File: src/rtl/bp_cce_msg_mode_switch_pkg.sv
// Shared types and helpers for the CCE message-engine mode switch.
package bp_cce_msg_mode_switch_pkg;

    typedef enum logic [1:0] {
        e_ms_run    = 2'd0,
        e_ms_drain  = 2'd1,
        e_ms_switch = 2'd2
    } bp_cce_mode_switch_state_e;

    // Index width that stays at least one bit even for a single engine.
    function automatic int safe_clog2(input int n);
        return (n <= 1) ? 1 : $clog2(n);
    endfunction

endpackage

File: src/rtl/bp_cce_msg_mode_switch_if.sv
// CCE-side message channels plus their per-engine mirrors, bundled for the mode switch.
interface bp_cce_msg_mode_switch_if #(
    parameter int num_engines_p    = 2,
    parameter int lce_req_width_p  = 64,
    parameter int lce_resp_width_p = 64,
    parameter int lce_cmd_width_p  = 64,
    parameter int mem_msg_width_p  = 128
);
    logic [lce_req_width_p-1:0]  lce_req;
    logic                        lce_req_v;
    logic                        lce_req_yumi;
    logic [lce_resp_width_p-1:0] lce_resp;
    logic                        lce_resp_v;
    logic                        lce_resp_yumi;
    logic [mem_msg_width_p-1:0]  mem_resp;
    logic                        mem_resp_v;
    logic                        mem_resp_yumi;
    logic [lce_cmd_width_p-1:0]  lce_cmd;
    logic                        lce_cmd_v;
    logic                        lce_cmd_ready;
    logic [mem_msg_width_p-1:0]  mem_cmd;
    logic                        mem_cmd_v;
    logic                        mem_cmd_ready;

    logic [num_engines_p-1:0][lce_req_width_p-1:0]  eng_lce_req;
    logic [num_engines_p-1:0]                       eng_lce_req_v;
    logic [num_engines_p-1:0]                       eng_lce_req_yumi;
    logic [num_engines_p-1:0][lce_resp_width_p-1:0] eng_lce_resp;
    logic [num_engines_p-1:0]                       eng_lce_resp_v;
    logic [num_engines_p-1:0]                       eng_lce_resp_yumi;
    logic [num_engines_p-1:0][mem_msg_width_p-1:0]  eng_mem_resp;
    logic [num_engines_p-1:0]                       eng_mem_resp_v;
    logic [num_engines_p-1:0]                       eng_mem_resp_yumi;
    logic [num_engines_p-1:0][lce_cmd_width_p-1:0]  eng_lce_cmd;
    logic [num_engines_p-1:0]                       eng_lce_cmd_v;
    logic [num_engines_p-1:0]                       eng_lce_cmd_ready;
    logic [num_engines_p-1:0][mem_msg_width_p-1:0]  eng_mem_cmd;
    logic [num_engines_p-1:0]                       eng_mem_cmd_v;
    logic [num_engines_p-1:0]                       eng_mem_cmd_ready;

    // master: the switch itself; slave: the surrounding FIFOs and engines
    modport master (
        input  lce_req, lce_req_v, lce_resp, lce_resp_v, mem_resp, mem_resp_v,
        input  lce_cmd_ready, mem_cmd_ready,
        input  eng_lce_req_yumi, eng_lce_resp_yumi, eng_mem_resp_yumi,
        input  eng_lce_cmd, eng_lce_cmd_v, eng_mem_cmd, eng_mem_cmd_v,
        output lce_req_yumi, lce_resp_yumi, mem_resp_yumi,
        output lce_cmd, lce_cmd_v, mem_cmd, mem_cmd_v,
        output eng_lce_req, eng_lce_req_v, eng_lce_resp, eng_lce_resp_v,
        output eng_mem_resp, eng_mem_resp_v, eng_lce_cmd_ready, eng_mem_cmd_ready
    );

    modport slave (
        output lce_req, lce_req_v, lce_resp, lce_resp_v, mem_resp, mem_resp_v,
        output lce_cmd_ready, mem_cmd_ready,
        output eng_lce_req_yumi, eng_lce_resp_yumi, eng_mem_resp_yumi,
        output eng_lce_cmd, eng_lce_cmd_v, eng_mem_cmd, eng_mem_cmd_v,
        input  lce_req_yumi, lce_resp_yumi, mem_resp_yumi,
        input  lce_cmd, lce_cmd_v, mem_cmd, mem_cmd_v,
        input  eng_lce_req, eng_lce_req_v, eng_lce_resp, eng_lce_resp_v,
        input  eng_mem_resp, eng_mem_resp_v, eng_lce_cmd_ready, eng_mem_cmd_ready
    );
endinterface

File: src/rtl/bp_cce_msg_mode_switch_outstanding_counter.sv
// Up/down count of in-flight memory commands with a saturation flag.
module bp_cce_msg_mode_switch_outstanding_counter #(
    parameter  int max_outstanding_p = 8,
    localparam int width_lp          = $clog2(max_outstanding_p + 1)
) (
    input  logic                clk_i,
    input  logic                reset_i,
    input  logic                inc_i,
    input  logic                dec_i,
    output logic [width_lp-1:0] count_o,
    output logic                full_o
);
    logic [width_lp-1:0] count_q, count_d;

    assign full_o  = (count_q == width_lp'(max_outstanding_p));
    assign count_o = count_q;

    always_comb begin
        count_d = count_q;
        if (inc_i && !dec_i && !full_o) begin
            count_d = count_q + width_lp'(1);
        end else if (dec_i && !inc_i && (count_q != '0)) begin
            count_d = count_q - width_lp'(1);
        end
    end

    always_ff @(posedge clk_i) begin
        if (reset_i) begin
            count_q <= '0;
        end else begin
            count_q <= count_d;
        end
    end

    // A response with nothing outstanding means an engine yumi'd something it never asked for.
    underflow_a: assert property (@(posedge clk_i) disable iff (reset_i) !(dec_i && (count_q == '0)));

endmodule

File: src/rtl/bp_cce_msg_mode_switch.sv
// Routes CCE message channels to the active engine and sequences drain-then-switch mode changes.
module bp_cce_msg_mode_switch
    import bp_cce_msg_mode_switch_pkg::*;
#(
    parameter  int num_engines_p     = 2,
    parameter  int lce_req_width_p   = 64,
    parameter  int lce_resp_width_p  = 64,
    parameter  int lce_cmd_width_p   = 64,
    parameter  int mem_msg_width_p   = 128,
    parameter  int max_outstanding_p = 8,
    parameter  int reset_mode_p      = 0,
    localparam int lg_e_lp           = safe_clog2(num_engines_p),
    localparam int cnt_width_lp      = $clog2(max_outstanding_p + 1)
) (
    input  logic                     clk_i,
    input  logic                     reset_i,
    input  logic [lg_e_lp-1:0]       mode_req_i,
    input  logic                     mode_req_v_i,
    output logic                     mode_req_ready_o,
    output logic [lg_e_lp-1:0]       active_mode_o,
    output logic                     mode_switch_done_o,
    output logic                     mode_err_o,
    input  logic [num_engines_p-1:0] eng_idle_i,
    bp_cce_msg_mode_switch_if.master msg
);
    localparam logic [lg_e_lp-1:0] reset_mode_lp  = lg_e_lp'(reset_mode_p);
    localparam logic [lg_e_lp:0]   num_engines_lp = (lg_e_lp + 1)'(num_engines_p);

    bp_cce_mode_switch_state_e state_q, state_d;
    logic [lg_e_lp-1:0]        mode_q, mode_d, target_q, target_d;
    logic                      done_q, done_d, err_q, err_d;
    logic                      req_open, chan_open;
    logic [cnt_width_lp-1:0]   out_cnt;
    logic                      out_full;

    bp_cce_msg_mode_switch_outstanding_counter #(
        .max_outstanding_p(max_outstanding_p)
    ) u_cnt (
        .clk_i  (clk_i),
        .reset_i(reset_i),
        .inc_i  (msg.mem_cmd_v & msg.mem_cmd_ready),
        .dec_i  (msg.mem_resp_yumi),
        .count_o(out_cnt),
        .full_o (out_full)
    );

    always_ff @(posedge clk_i) begin
        if (reset_i) begin
            state_q  <= e_ms_run;
            mode_q   <= reset_mode_lp;
            target_q <= reset_mode_lp;
            done_q   <= 1'b0;
            err_q    <= 1'b0;
        end else begin
            state_q  <= state_d;
            mode_q   <= mode_d;
            target_q <= target_d;
            done_q   <= done_d;
            err_q    <= err_d;
        end
    end

    always_comb begin
        state_d  = state_q;
        mode_d   = mode_q;
        target_d = target_q;
        done_d   = 1'b0;
        err_d    = 1'b0;
        unique case (state_q)
            e_ms_run: begin
                if (mode_req_v_i) begin
                    if ({1'b0, mode_req_i} >= num_engines_lp) begin
                        err_d = 1'b1;
                    end else if (mode_req_i == mode_q) begin
                        done_d = 1'b1;
                    end else begin
                        target_d = mode_req_i;
                        state_d  = e_ms_drain;
                    end
                end
            end
            e_ms_drain: begin
                // A pending outbound lce_cmd still belongs to the old engine, so wait it out too.
                if ((out_cnt == '0) && eng_idle_i[mode_q] && !msg.lce_cmd_v) begin
                    state_d = e_ms_switch;
                end
            end
            e_ms_switch: begin
                mode_d  = target_q;
                done_d  = 1'b1;
                state_d = e_ms_run;
            end
            default: state_d = e_ms_run;
        endcase
    end

    always_comb begin
        mode_req_ready_o = 1'b0;
        req_open         = 1'b0;
        chan_open        = 1'b0;
        unique case (state_q)
            e_ms_run:   begin mode_req_ready_o = 1'b1; req_open = 1'b1; chan_open = 1'b1; end
            e_ms_drain: chan_open = 1'b1;
            default:    ;
        endcase
    end

    assign active_mode_o      = mode_q;
    assign mode_switch_done_o = done_q;
    assign mode_err_o         = err_q;

    assign msg.lce_req_yumi  = msg.eng_lce_req_yumi[mode_q] & req_open;
    assign msg.lce_resp_yumi = msg.eng_lce_resp_yumi[mode_q] & chan_open;
    assign msg.mem_resp_yumi = msg.eng_mem_resp_yumi[mode_q] & chan_open;
    assign msg.lce_cmd       = msg.eng_lce_cmd[mode_q];
    assign msg.lce_cmd_v     = msg.eng_lce_cmd_v[mode_q] & chan_open;
    assign msg.mem_cmd       = msg.eng_mem_cmd[mode_q];
    assign msg.mem_cmd_v     = msg.eng_mem_cmd_v[mode_q] & chan_open & ~out_full;

    for (genvar gi = 0; gi < num_engines_p; gi++) begin : g_eng
        logic sel;
        assign sel = (mode_q == lg_e_lp'(gi));

        assign msg.eng_lce_req[gi]       = sel ? msg.lce_req  : lce_req_width_p'(0);
        assign msg.eng_lce_req_v[gi]     = sel & msg.lce_req_v & req_open;
        assign msg.eng_lce_resp[gi]      = sel ? msg.lce_resp : lce_resp_width_p'(0);
        assign msg.eng_lce_resp_v[gi]    = sel & msg.lce_resp_v & chan_open;
        assign msg.eng_mem_resp[gi]      = sel ? msg.mem_resp : mem_msg_width_p'(0);
        assign msg.eng_mem_resp_v[gi]    = sel & msg.mem_resp_v & chan_open;
        assign msg.eng_lce_cmd_ready[gi] = sel & msg.lce_cmd_ready & chan_open & (lce_cmd_width_p > 0);
        assign msg.eng_mem_cmd_ready[gi] = sel & msg.mem_cmd_ready & chan_open & ~out_full;
    end

endmodule
File: src/flat_wrapper.sv
// flat-port wrapper written by rule: the top's interface ports become plain ports
module bp_cce_msg_mode_switch_flat import bp_cce_msg_mode_switch_pkg::*;
#(
    parameter  int num_engines_p     = 2,
    parameter  int lce_req_width_p   = 64,
    parameter  int lce_resp_width_p  = 64,
    parameter  int lce_cmd_width_p   = 64,
    parameter  int mem_msg_width_p   = 128,
    parameter  int max_outstanding_p = 8,
    parameter  int reset_mode_p      = 0,
    localparam int lg_e_lp           = safe_clog2(num_engines_p),
    localparam int cnt_width_lp      = $clog2(max_outstanding_p + 1)
)
  (clk_i, reset_i, mode_req_i, mode_req_v_i, mode_req_ready_o, active_mode_o, mode_switch_done_o, mode_err_o, eng_idle_i, msg_lce_req, msg_lce_req_v, msg_lce_resp, msg_lce_resp_v, msg_mem_resp, msg_mem_resp_v, msg_lce_cmd_ready, msg_mem_cmd_ready, msg_eng_lce_req_yumi, msg_eng_lce_resp_yumi, msg_eng_mem_resp_yumi, msg_eng_lce_cmd, msg_eng_lce_cmd_v, msg_eng_mem_cmd, msg_eng_mem_cmd_v, msg_lce_req_yumi, msg_lce_resp_yumi, msg_mem_resp_yumi, msg_lce_cmd, msg_lce_cmd_v, msg_mem_cmd, msg_mem_cmd_v, msg_eng_lce_req, msg_eng_lce_req_v, msg_eng_lce_resp, msg_eng_lce_resp_v, msg_eng_mem_resp, msg_eng_mem_resp_v, msg_eng_lce_cmd_ready, msg_eng_mem_cmd_ready);
  bp_cce_msg_mode_switch_if #(.num_engines_p(num_engines_p), .lce_req_width_p(lce_req_width_p), .lce_resp_width_p(lce_resp_width_p), .lce_cmd_width_p(lce_cmd_width_p), .mem_msg_width_p(mem_msg_width_p)) msg_i ();
  input  logic clk_i;
  input  logic reset_i;
  input  logic [lg_e_lp-1:0] mode_req_i;
  input  logic mode_req_v_i;
  output logic mode_req_ready_o;
  output logic [lg_e_lp-1:0] active_mode_o;
  output logic mode_switch_done_o;
  output logic mode_err_o;
  input  logic [num_engines_p-1:0] eng_idle_i;
  input wire logic [$bits(msg_i.lce_req)-1:0] msg_lce_req;
  input wire logic [$bits(msg_i.lce_req_v)-1:0] msg_lce_req_v;
  input wire logic [$bits(msg_i.lce_resp)-1:0] msg_lce_resp;
  input wire logic [$bits(msg_i.lce_resp_v)-1:0] msg_lce_resp_v;
  input wire logic [$bits(msg_i.mem_resp)-1:0] msg_mem_resp;
  input wire logic [$bits(msg_i.mem_resp_v)-1:0] msg_mem_resp_v;
  input wire logic [$bits(msg_i.lce_cmd_ready)-1:0] msg_lce_cmd_ready;
  input wire logic [$bits(msg_i.mem_cmd_ready)-1:0] msg_mem_cmd_ready;
  input wire logic [$bits(msg_i.eng_lce_req_yumi)-1:0] msg_eng_lce_req_yumi;
  input wire logic [$bits(msg_i.eng_lce_resp_yumi)-1:0] msg_eng_lce_resp_yumi;
  input wire logic [$bits(msg_i.eng_mem_resp_yumi)-1:0] msg_eng_mem_resp_yumi;
  input wire logic [$bits(msg_i.eng_lce_cmd)-1:0] msg_eng_lce_cmd;
  input wire logic [$bits(msg_i.eng_lce_cmd_v)-1:0] msg_eng_lce_cmd_v;
  input wire logic [$bits(msg_i.eng_mem_cmd)-1:0] msg_eng_mem_cmd;
  input wire logic [$bits(msg_i.eng_mem_cmd_v)-1:0] msg_eng_mem_cmd_v;
  output wire logic [$bits(msg_i.lce_req_yumi)-1:0] msg_lce_req_yumi;
  output wire logic [$bits(msg_i.lce_resp_yumi)-1:0] msg_lce_resp_yumi;
  output wire logic [$bits(msg_i.mem_resp_yumi)-1:0] msg_mem_resp_yumi;
  output wire logic [$bits(msg_i.lce_cmd)-1:0] msg_lce_cmd;
  output wire logic [$bits(msg_i.lce_cmd_v)-1:0] msg_lce_cmd_v;
  output wire logic [$bits(msg_i.mem_cmd)-1:0] msg_mem_cmd;
  output wire logic [$bits(msg_i.mem_cmd_v)-1:0] msg_mem_cmd_v;
  output wire logic [$bits(msg_i.eng_lce_req)-1:0] msg_eng_lce_req;
  output wire logic [$bits(msg_i.eng_lce_req_v)-1:0] msg_eng_lce_req_v;
  output wire logic [$bits(msg_i.eng_lce_resp)-1:0] msg_eng_lce_resp;
  output wire logic [$bits(msg_i.eng_lce_resp_v)-1:0] msg_eng_lce_resp_v;
  output wire logic [$bits(msg_i.eng_mem_resp)-1:0] msg_eng_mem_resp;
  output wire logic [$bits(msg_i.eng_mem_resp_v)-1:0] msg_eng_mem_resp_v;
  output wire logic [$bits(msg_i.eng_lce_cmd_ready)-1:0] msg_eng_lce_cmd_ready;
  output wire logic [$bits(msg_i.eng_mem_cmd_ready)-1:0] msg_eng_mem_cmd_ready;
  assign msg_i.lce_req = msg_lce_req;
  assign msg_i.lce_req_v = msg_lce_req_v;
  assign msg_i.lce_resp = msg_lce_resp;
  assign msg_i.lce_resp_v = msg_lce_resp_v;
  assign msg_i.mem_resp = msg_mem_resp;
  assign msg_i.mem_resp_v = msg_mem_resp_v;
  assign msg_i.lce_cmd_ready = msg_lce_cmd_ready;
  assign msg_i.mem_cmd_ready = msg_mem_cmd_ready;
  assign msg_i.eng_lce_req_yumi = msg_eng_lce_req_yumi;
  assign msg_i.eng_lce_resp_yumi = msg_eng_lce_resp_yumi;
  assign msg_i.eng_mem_resp_yumi = msg_eng_mem_resp_yumi;
  assign msg_i.eng_lce_cmd = msg_eng_lce_cmd;
  assign msg_i.eng_lce_cmd_v = msg_eng_lce_cmd_v;
  assign msg_i.eng_mem_cmd = msg_eng_mem_cmd;
  assign msg_i.eng_mem_cmd_v = msg_eng_mem_cmd_v;
  assign msg_lce_req_yumi = msg_i.lce_req_yumi;
  assign msg_lce_resp_yumi = msg_i.lce_resp_yumi;
  assign msg_mem_resp_yumi = msg_i.mem_resp_yumi;
  assign msg_lce_cmd = msg_i.lce_cmd;
  assign msg_lce_cmd_v = msg_i.lce_cmd_v;
  assign msg_mem_cmd = msg_i.mem_cmd;
  assign msg_mem_cmd_v = msg_i.mem_cmd_v;
  assign msg_eng_lce_req = msg_i.eng_lce_req;
  assign msg_eng_lce_req_v = msg_i.eng_lce_req_v;
  assign msg_eng_lce_resp = msg_i.eng_lce_resp;
  assign msg_eng_lce_resp_v = msg_i.eng_lce_resp_v;
  assign msg_eng_mem_resp = msg_i.eng_mem_resp;
  assign msg_eng_mem_resp_v = msg_i.eng_mem_resp_v;
  assign msg_eng_lce_cmd_ready = msg_i.eng_lce_cmd_ready;
  assign msg_eng_mem_cmd_ready = msg_i.eng_mem_cmd_ready;
  bp_cce_msg_mode_switch #(.num_engines_p(num_engines_p), .lce_req_width_p(lce_req_width_p), .lce_resp_width_p(lce_resp_width_p), .lce_cmd_width_p(lce_cmd_width_p), .mem_msg_width_p(mem_msg_width_p), .max_outstanding_p(max_outstanding_p), .reset_mode_p(reset_mode_p)) u_core (.clk_i(clk_i), .reset_i(reset_i), .mode_req_i(mode_req_i), .mode_req_v_i(mode_req_v_i), .mode_req_ready_o(mode_req_ready_o), .active_mode_o(active_mode_o), .mode_switch_done_o(mode_switch_done_o), .mode_err_o(mode_err_o), .eng_idle_i(eng_idle_i), .msg(msg_i));
endmodule
File: config.mk
export PLATFORM = sky130hd
export DESIGN_NAME = bp_cce_msg_mode_switch_flat
export DESIGN_NICKNAME = d
export VERILOG_FILES = /design/src/rtl/bp_cce_msg_mode_switch_pkg.sv /design/src/rtl/bp_cce_msg_mode_switch_if.sv /design/src/rtl/bp_cce_msg_mode_switch_outstanding_counter.sv /design/src/rtl/bp_cce_msg_mode_switch.sv /design/src/flat_wrapper.sv
export SDC_FILE = /design/constraint.sdc
export NUM_CORES = 1
export LEC_CHECK = 0
export ABC_CLOCK_PERIOD_IN_PS = 6700
export BUFFER_PORTS_ARGS = -buffer_cell sky130_fd_sc_hd__clkbuf_2
export CORE_AREA = 4 4 535 537
export DETAILED_ROUTE_END_ITERATION = 7
export DIE_AREA = 0 0 539 541
export PLACE_DENSITY = 0.3
export SKIP_LAST_GASP = 1
export SLEW_MARGIN = 30
export SYNTH_ARGS = -nofsm -noshare
export SYNTH_HDL_FRONTEND = slang
export SYNTH_HIERARCHICAL = 1
export SYNTH_SLANG_ARGS = --single-unit
File: constraint.sdc
create_clock -name clk_i -period 6.7 [get_ports clk_i]
set_input_delay 1.34 -clock clk_i [delete_from_list [all_inputs] [get_ports clk_i]]
set_output_delay 1.34 -clock clk_i [all_outputs]
set_load 0.01 [all_outputs]
==> results of run 1 <==
[routing by layer]
layer | share of wire, % | up-vias | GRT usage [%] | wire [microns]
li1 | - | 5494 | - | -
met1 | 34 | 5692 | 13.00 | 68030
met2 | 42 | 1272 | 19.85 | 82780
met3 | 19 | 414 | 11.18 | 38290
met4 | 3.6 | 142 | 3.091 | 7081
met5 | 0.51 | - | 0 | 999
[logic make-up after synthesis]
| logic type | after synthesis | synth area share [%] |
|---|---|---|
| muxes | 200 | 34.30 |
| AOI/OAI and AO/OA | 11 | 1.103 |
| adders and majority gates | 3 | 0.6848 |
| and+or+nand+nor | 556 | 52.48 |
| buffers and inverters | 82 | 7.970 |
| DFF | 9 | 2.739 |
| other | 1 | 0.05701 |
| xor gates and xnor gates | 5 | 0.6657 |
[worst max-delay path, cell delays in order, from the launching register on]
cell      delay, ns
dfxtp_4        0.60
buf_16         0.29
buf_12         0.36
mux2_2         0.51
clkbuf_2       0.16
[worst paths after layout]
| kind | slack, ns | end | depth (start not counted) | from |
|---|---|---|---|---|
| worst max register to register | 3.64 | u_core/u_cnt/count_o[3]$_SDFFE_PP0P_ | 9 | u_core/active_mode_o$_SDFFE_PP0N_ |
| worst min register to register | 0.50 | u_core/target_q$_SDFFE_PP0P_ | 2 | u_core/target_q$_SDFFE_PP0P_ |
| worst max-delay path | 2.85 | msg_mem_cmd[111] | 4 | u_core/active_mode_o$_SDFFE_PP0N_ |
| worst min-delay path | 0.50 | u_core/target_q$_SDFFE_PP0P_ | 2 | u_core/target_q$_SDFFE_PP0P_ |
[layout make-up]
type / instances / area [sq um] / area share, %
repair buffers: 1393 / 7069 / 39.18
multi-input cells: 776 / 5873 / 32.55
well taps: 3743 / 4683 / 25.96
flip-flops and latches: 9 / 183.9 / 1.019
diodes: 62 / 155.1 / 0.8599
clock buffers: 4 / 78.83 / 0.4369
[synthesized netlist by cell type, types with 2 or more instances]
library cell    n  area (sq um)
xnor2_1         5         43.79
buf_4           3         22.52
mux2_2        193          2173
ha_1            2         25.02
and2_1        264          1652
nand2b_1        6         37.54
buf_2          15         75.07
dfxtp_1         9         180.2
buf_6          23         259.0
nor3_1          5         25.02
mux2i_1         6         60.06
nor2b_1       257          1608
clkbuf_1       30         112.6
nand2_1         4         15.01
nor2_1         13         48.80
clkbuf_2       11         55.05
a21oi_1         4         20.02
[sequential cells by signal, indices dropped and copies added, names as in the netlist]
| signal | cells |
|---|---|
| u_core/u_cnt/count_o | 4 |
| u_core/state_q | 2 |
| u_core/active_mode_o | 1 |
| u_core/mode_switch_done_o | 1 |
| u_core/target_q | 1 |
[power groups by stage]
stage               logic (mW)  registers [mW]  clock network [mW]
floorplan                0.319          0.0837                   0
global placement          1.04          0.0902                   0
detailed placement        1.04          0.0905                   0
CTS                       1.04          0.0897               0.109
global route              1.09          0.0919               0.114
finish                   0.997          0.0890               0.106
[per-stage QoR]
| step | worst slack (ns) | utilization (%) | power (mW) | instances | hold WS (ns) |
|---|---|---|---|---|---|
| after floorplan | 3.488 | - | 0.4031 | 867 | 0.4471 |
| after global placement | 2.767 | 6.316 | 1.133 | 5920 | 0.4758 |
| after detailed placement | 2.802 | 6.316 | 1.129 | 5920 | 0.4882 |
| after CTS | 2.585 | 6.344 | 1.241 | 5924 | 0.4949 |
| after global routing | 2.801 | 6.376 | 1.297 | 5951 | 0.5175 |
| final | 2.851 | 6.408 | 1.193 | 5987 | 0.5050 |
==> results.toml, run 1 <==
[outcome]
status = "finished, final reports clean"

[floorplanning]
rows = 195
chipHeight_microns = 541
dieArea_sq_um = 291600
start_util_pct = 2.336
boundaryPins = 1384
die_w_microns = 539
core-area_sq_um = 281600

[setup_path]
start_kind = "flip-flop"
critPathArrivalTime_ns = 2.51
cp_max_fo = 131
cp.required_ns = 5.36
endpoint_kind = "primary output"
path_class = "flip-flop to primary output"

[final_layout]
design_area_sq_um = 18040
layout_commonest_cell = "clkbuf_2"
n_fill_cell = 33640
final_cell_mix = "clkbuf_2, and2_1, nor2b_1, mux2_2, nor2_1"
areaGrowthSynthToFinish_pct = 174.3
layout.nets = 2847
layout-drive-gt1-share_pct = 73.19

[power]
peakVddDrop_mv = 0.1001
switchingPower_mw = 0.6615
swShare_pct = 55.46
p_leak_nw = 8.392
combinationalPowerShare_pct = 83.6
p_per_area_nw_per_um2 = 66.10
clock_power_share_pct = 8.9
p_int_mw = 0.5312
seq_power_share_pct = 7.5

[clock_tree]
cts_resized = 0
numCtsBuffers = 3
path_clk_slew_ns = 0.04
postCtsHoldBufs = 0
clock_latency_ns = 0.23
clock_sinks = 9
ctsHtreeMaxLevel = 1
clockBufferDepth = 2
cts_tree = "done"
postCtsSetupRepairBufs = 0
cts-root-buf = "clkbuf_16"

[timing]
fmaxAchievable_mhz = 259.8
report.final.slew_viol_count = 0
rsz0062_at_grt = "false"
slew_headroom_pct = 42.62
post-route-min-period_ns = 3.849
setup_violations = 0
clock_skew_ns = 0.002238
period_share_pct = 57.44
tightest_slew_ns = 0.8596
tns_ns = 0
hold_viol = 0

[routing]
firstDrtPassIters = 5
vias = 13010
drcViolationCount = 0
drt-total-wl_microns = 197200
wl_per_cell_microns = 32.94
ant_nets = 0
drt-vias-per-instance = 2.174
drt_iter0_drc = 637

[logic_synthesis]
ys_ff_latch = 9
postSynth.asyncResetShare_pct = 0
yosysWarnings = 6
syn_avg_cell_area_sq_um = 7.587
synth-main-ff-cell = "dfxtp_1"
synth_edf_count = 0
netlist_instances = 867
ys_types = 34
syn_nets = 1531
syn_area_sq_um = 6578
ys_seq_area_share_pct = 2.739

[hold_path]
hp-class = "flip-flop to flip-flop"

[global_route]
grt_use_total_pct = 12.87
grt_pass1_vias = 12910
antenna_found_initial = 233
grt_max_degree = 132
gr-total-overflow = 0
grt_first_pass_wirelength_microns = 225100

[placement]
dp_hpwl_microns = 191600
gp_congestion = 0.9229
io_buffer_count = 1382
placed_cell_area_sq_um = 17780

[run]
drv_cap = 0
Power figures use the tool's default switching activity.
==> inputs of run 2 (changes only) <==
- ABC_CLOCK_PERIOD_IN_PS: 6700 -> 3700
- clock period: 6.7 -> 3.7 ns (I/O delays scaled with it)
==> run 2 against run 1 <==
- hold slack better by 0.0083 ns
- non-clock buffer count is 8 higher
- critical path depth did not move
- critical endpoint is now msg_mem_cmd[103]
- die area did not move
- highest routed layer unchanged
- global-route usage grew 0.55 points
- power increased by 86%
- first-iteration DRC count is 18% higher
==> results.toml, run 2 (synthesis results as in run 1) <==
[outcome]
status = "finished, final reports clean"

[setup_path]
cp.required_ns = 2.96
cp_max_fo = 81
r2r_end = "u_core/u_cnt/count_o[3]$_SDFFE_PP0P_"
slowest_delay_ns = 0.65
critPathArrivalTime_ns = 2.32
crit_slowest_cell = "dfxtp_4"
start_kind = "flip-flop"
reg2reg_from = "u_core/active_mode_o$_SDFFE_PP0N_"
crit_chain = "buf_12 > buf_4 > mux2_2 > clkbuf_2"
path_class = "flip-flop to primary output"
r2r_cells = 10
path_buf_inv = 3
endpoint_kind = "primary output"
reg2reg_slack_ns = 0.90
path_delay_family = "buffers and inverters"

[clock_tree]
clock_sinks = 9
cts_resized = 0
postCtsHoldBufs = 0
path_clk_slew_ns = 0.05
clock_latency_ns = 0.26
cts-root-buf = "clkbuf_16"
postCtsSetupRepairBufs = 0
numCtsBuffers = 3
clockBufferDepth = 2
cts_tree = "done"
ctsHtreeMaxLevel = 1

[global_route]
grt_max_degree = 125
grt_use_total_pct = 13.41
gr-total-overflow = 0
antenna_found_initial = 247
grt_pass1_vias = 13100
grt_first_pass_wirelength_microns = 234500

[power]
swShare_pct = 56.05
p_int_mw = 0.9738
switchingPower_mw = 1.242
clock_power_share_pct = 9.8
p_leak_nw = 8.439
peakVddDrop_mv = 0.1135
combinationalPowerShare_pct = 82.9
p_per_area_nw_per_um2 = 122.2
seq_power_share_pct = 7.3

[hold_path]
hold_depth = 2
hp-start = "u_core/target_q$_SDFFE_PP0P_"
holdPathEnd = "u_core/target_q$_SDFFE_PP0P_"
hp-class = "flip-flop to flip-flop"

[final_layout]
design_area_sq_um = 18130
layout.nets = 2855
largest_reg_flops = 4
areaGrowthSynthToFinish_pct = 175.7
final_cell_mix = "clkbuf_2, and2_1, nor2b_1, mux2_2, buf_4"
layout-drive-gt1-share_pct = 73.33
layout_commonest_cell = "clkbuf_2"

[routing]
wl_per_cell_microns = 34.20
drt-total-wl_microns = 205300
drt-vias-per-instance = 2.236
drt_iter0_drc = 754
ant_nets = 0
drcViolationCount = 0
vias = 13420
firstDrtPassIters = 5

[timing]
post-route-min-period_ns = 3.055
rsz0062_at_grt = "false"
clock_skew_ns = 0.003539
hold_viol = 0
tightest_slew_ns = 0.6892
report.final.slew_viol_count = 0
period_share_pct = 82.57
setup_violations = 0
tns_ns = 0
slew_headroom_pct = 53.67
fin_ws_ns = 0.6448
fmaxAchievable_mhz = 327.3

[placement]
io_buffer_count = 1382
gp_congestion = 0.9273
dp_slack_ns = 0.7369
dp_hpwl_microns = 199400
placed_cell_area_sq_um = 17880

[floorplanning]
rows = 195
boundaryPins = 1384
start_util_pct = 2.336
chipHeight_microns = 541
dieArea_sq_um = 291600
die_w_microns = 539
core-area_sq_um = 281600

[run]
drv_cap = 0
==> run 2: power groups by stage <==
stage	combinational, mW	sequential [mW]	clock, mW
2_1_floorplan	0.578	0.152	0
3_3_place_gp	1.92	0.162	0
3_5_place_dp	1.91	0.164	0
4_1_cts	1.92	0.162	0.227
5_1_grt	1.99	0.167	0.231
6_report	1.84	0.163	0.217
==> run 2: how the worst max path moves through the flow <==
| stage | cells past startpoint | from | slack, ns | to |
|---|---|---|---|---|
| 6_report | 4 | u_core/active_mode_o$_SDFFE_PP0N_ | 0.64 | msg_mem_cmd[103] |
| 4_1_cts | 4 | u_core/active_mode_o$_SDFFE_PP0N_ | 0.60 | msg_mem_cmd[103] |
| 3_5_place_dp | 11 | msg_eng_mem_cmd_v[0] | 0.74 | u_core/u_cnt/count_o[3]$_SDFFE_PP0P_ |
| 3_3_place_gp | 11 | msg_eng_mem_cmd_v[0] | 0.67 | u_core/u_cnt/count_o[3]$_SDFFE_PP0P_ |
| 2_1_floorplan | 10 | msg_eng_mem_cmd_v[1] | 1.09 | u_core/u_cnt/count_o[3]$_SDFFE_PP0P_ |
| 5_1_grt | 4 | u_core/active_mode_o$_SDFFE_PP0N_ | 0.52 | msg_mem_cmd[103] |
==> run 2: layout make-up <==
| class | instances | area, sq um |
|---|---|---|
| diodes | 68 | 170.2 |
| clock buffers | 4 | 78.83 |
| fillers | 33690 | 263400 |
| multi-input cells | 776 | 5879 |
| flip-flops and latches | 9 | 183.9 |
| well taps | 3743 | 4683 |
| repair buffers | 1401 | 7137 |
==> run 2: layer usage <==
metal | part of all wire (%) | track usage, % | up-vias | routed length, microns
met5 | 0.55 | 0 | - | 1135
li1 | - | - | 5510 | -
met3 | 19 | 11.82 | 484 | 39580
met4 | 3.8 | 3.295 | 164 | 7756
met2 | 42 | 20.57 | 1336 | 85660
met1 | 35 | 13.53 | 5922 | 71130
==> run 2: worst reg2reg max path, cell delays in order (launching register included) <==
cell and delay [ns]:
dfxtp_4 0.65, mux2i_1 0.20, nor3_2 0.15, and2_1 0.24, nand2b_1 0.10, or2_1 0.27, ha_1 0.30, a21o_2 0.22
a21oi_1 0.18, mux4_2 0.33, nor2_1 0.09
==> run 2: per-stage QoR <==
stage               cells  power, mW  hold WS [ns]  utilization, %
detailed placement   5929      2.077        0.4895           6.352
floorplan             867     0.7300        0.4471               -
global placement     5929      2.079        0.4748           6.352
finish               6001      2.216        0.5132           6.440
CTS                  5933      2.309        0.4959           6.380
global route         5960      2.393        0.5281           6.404
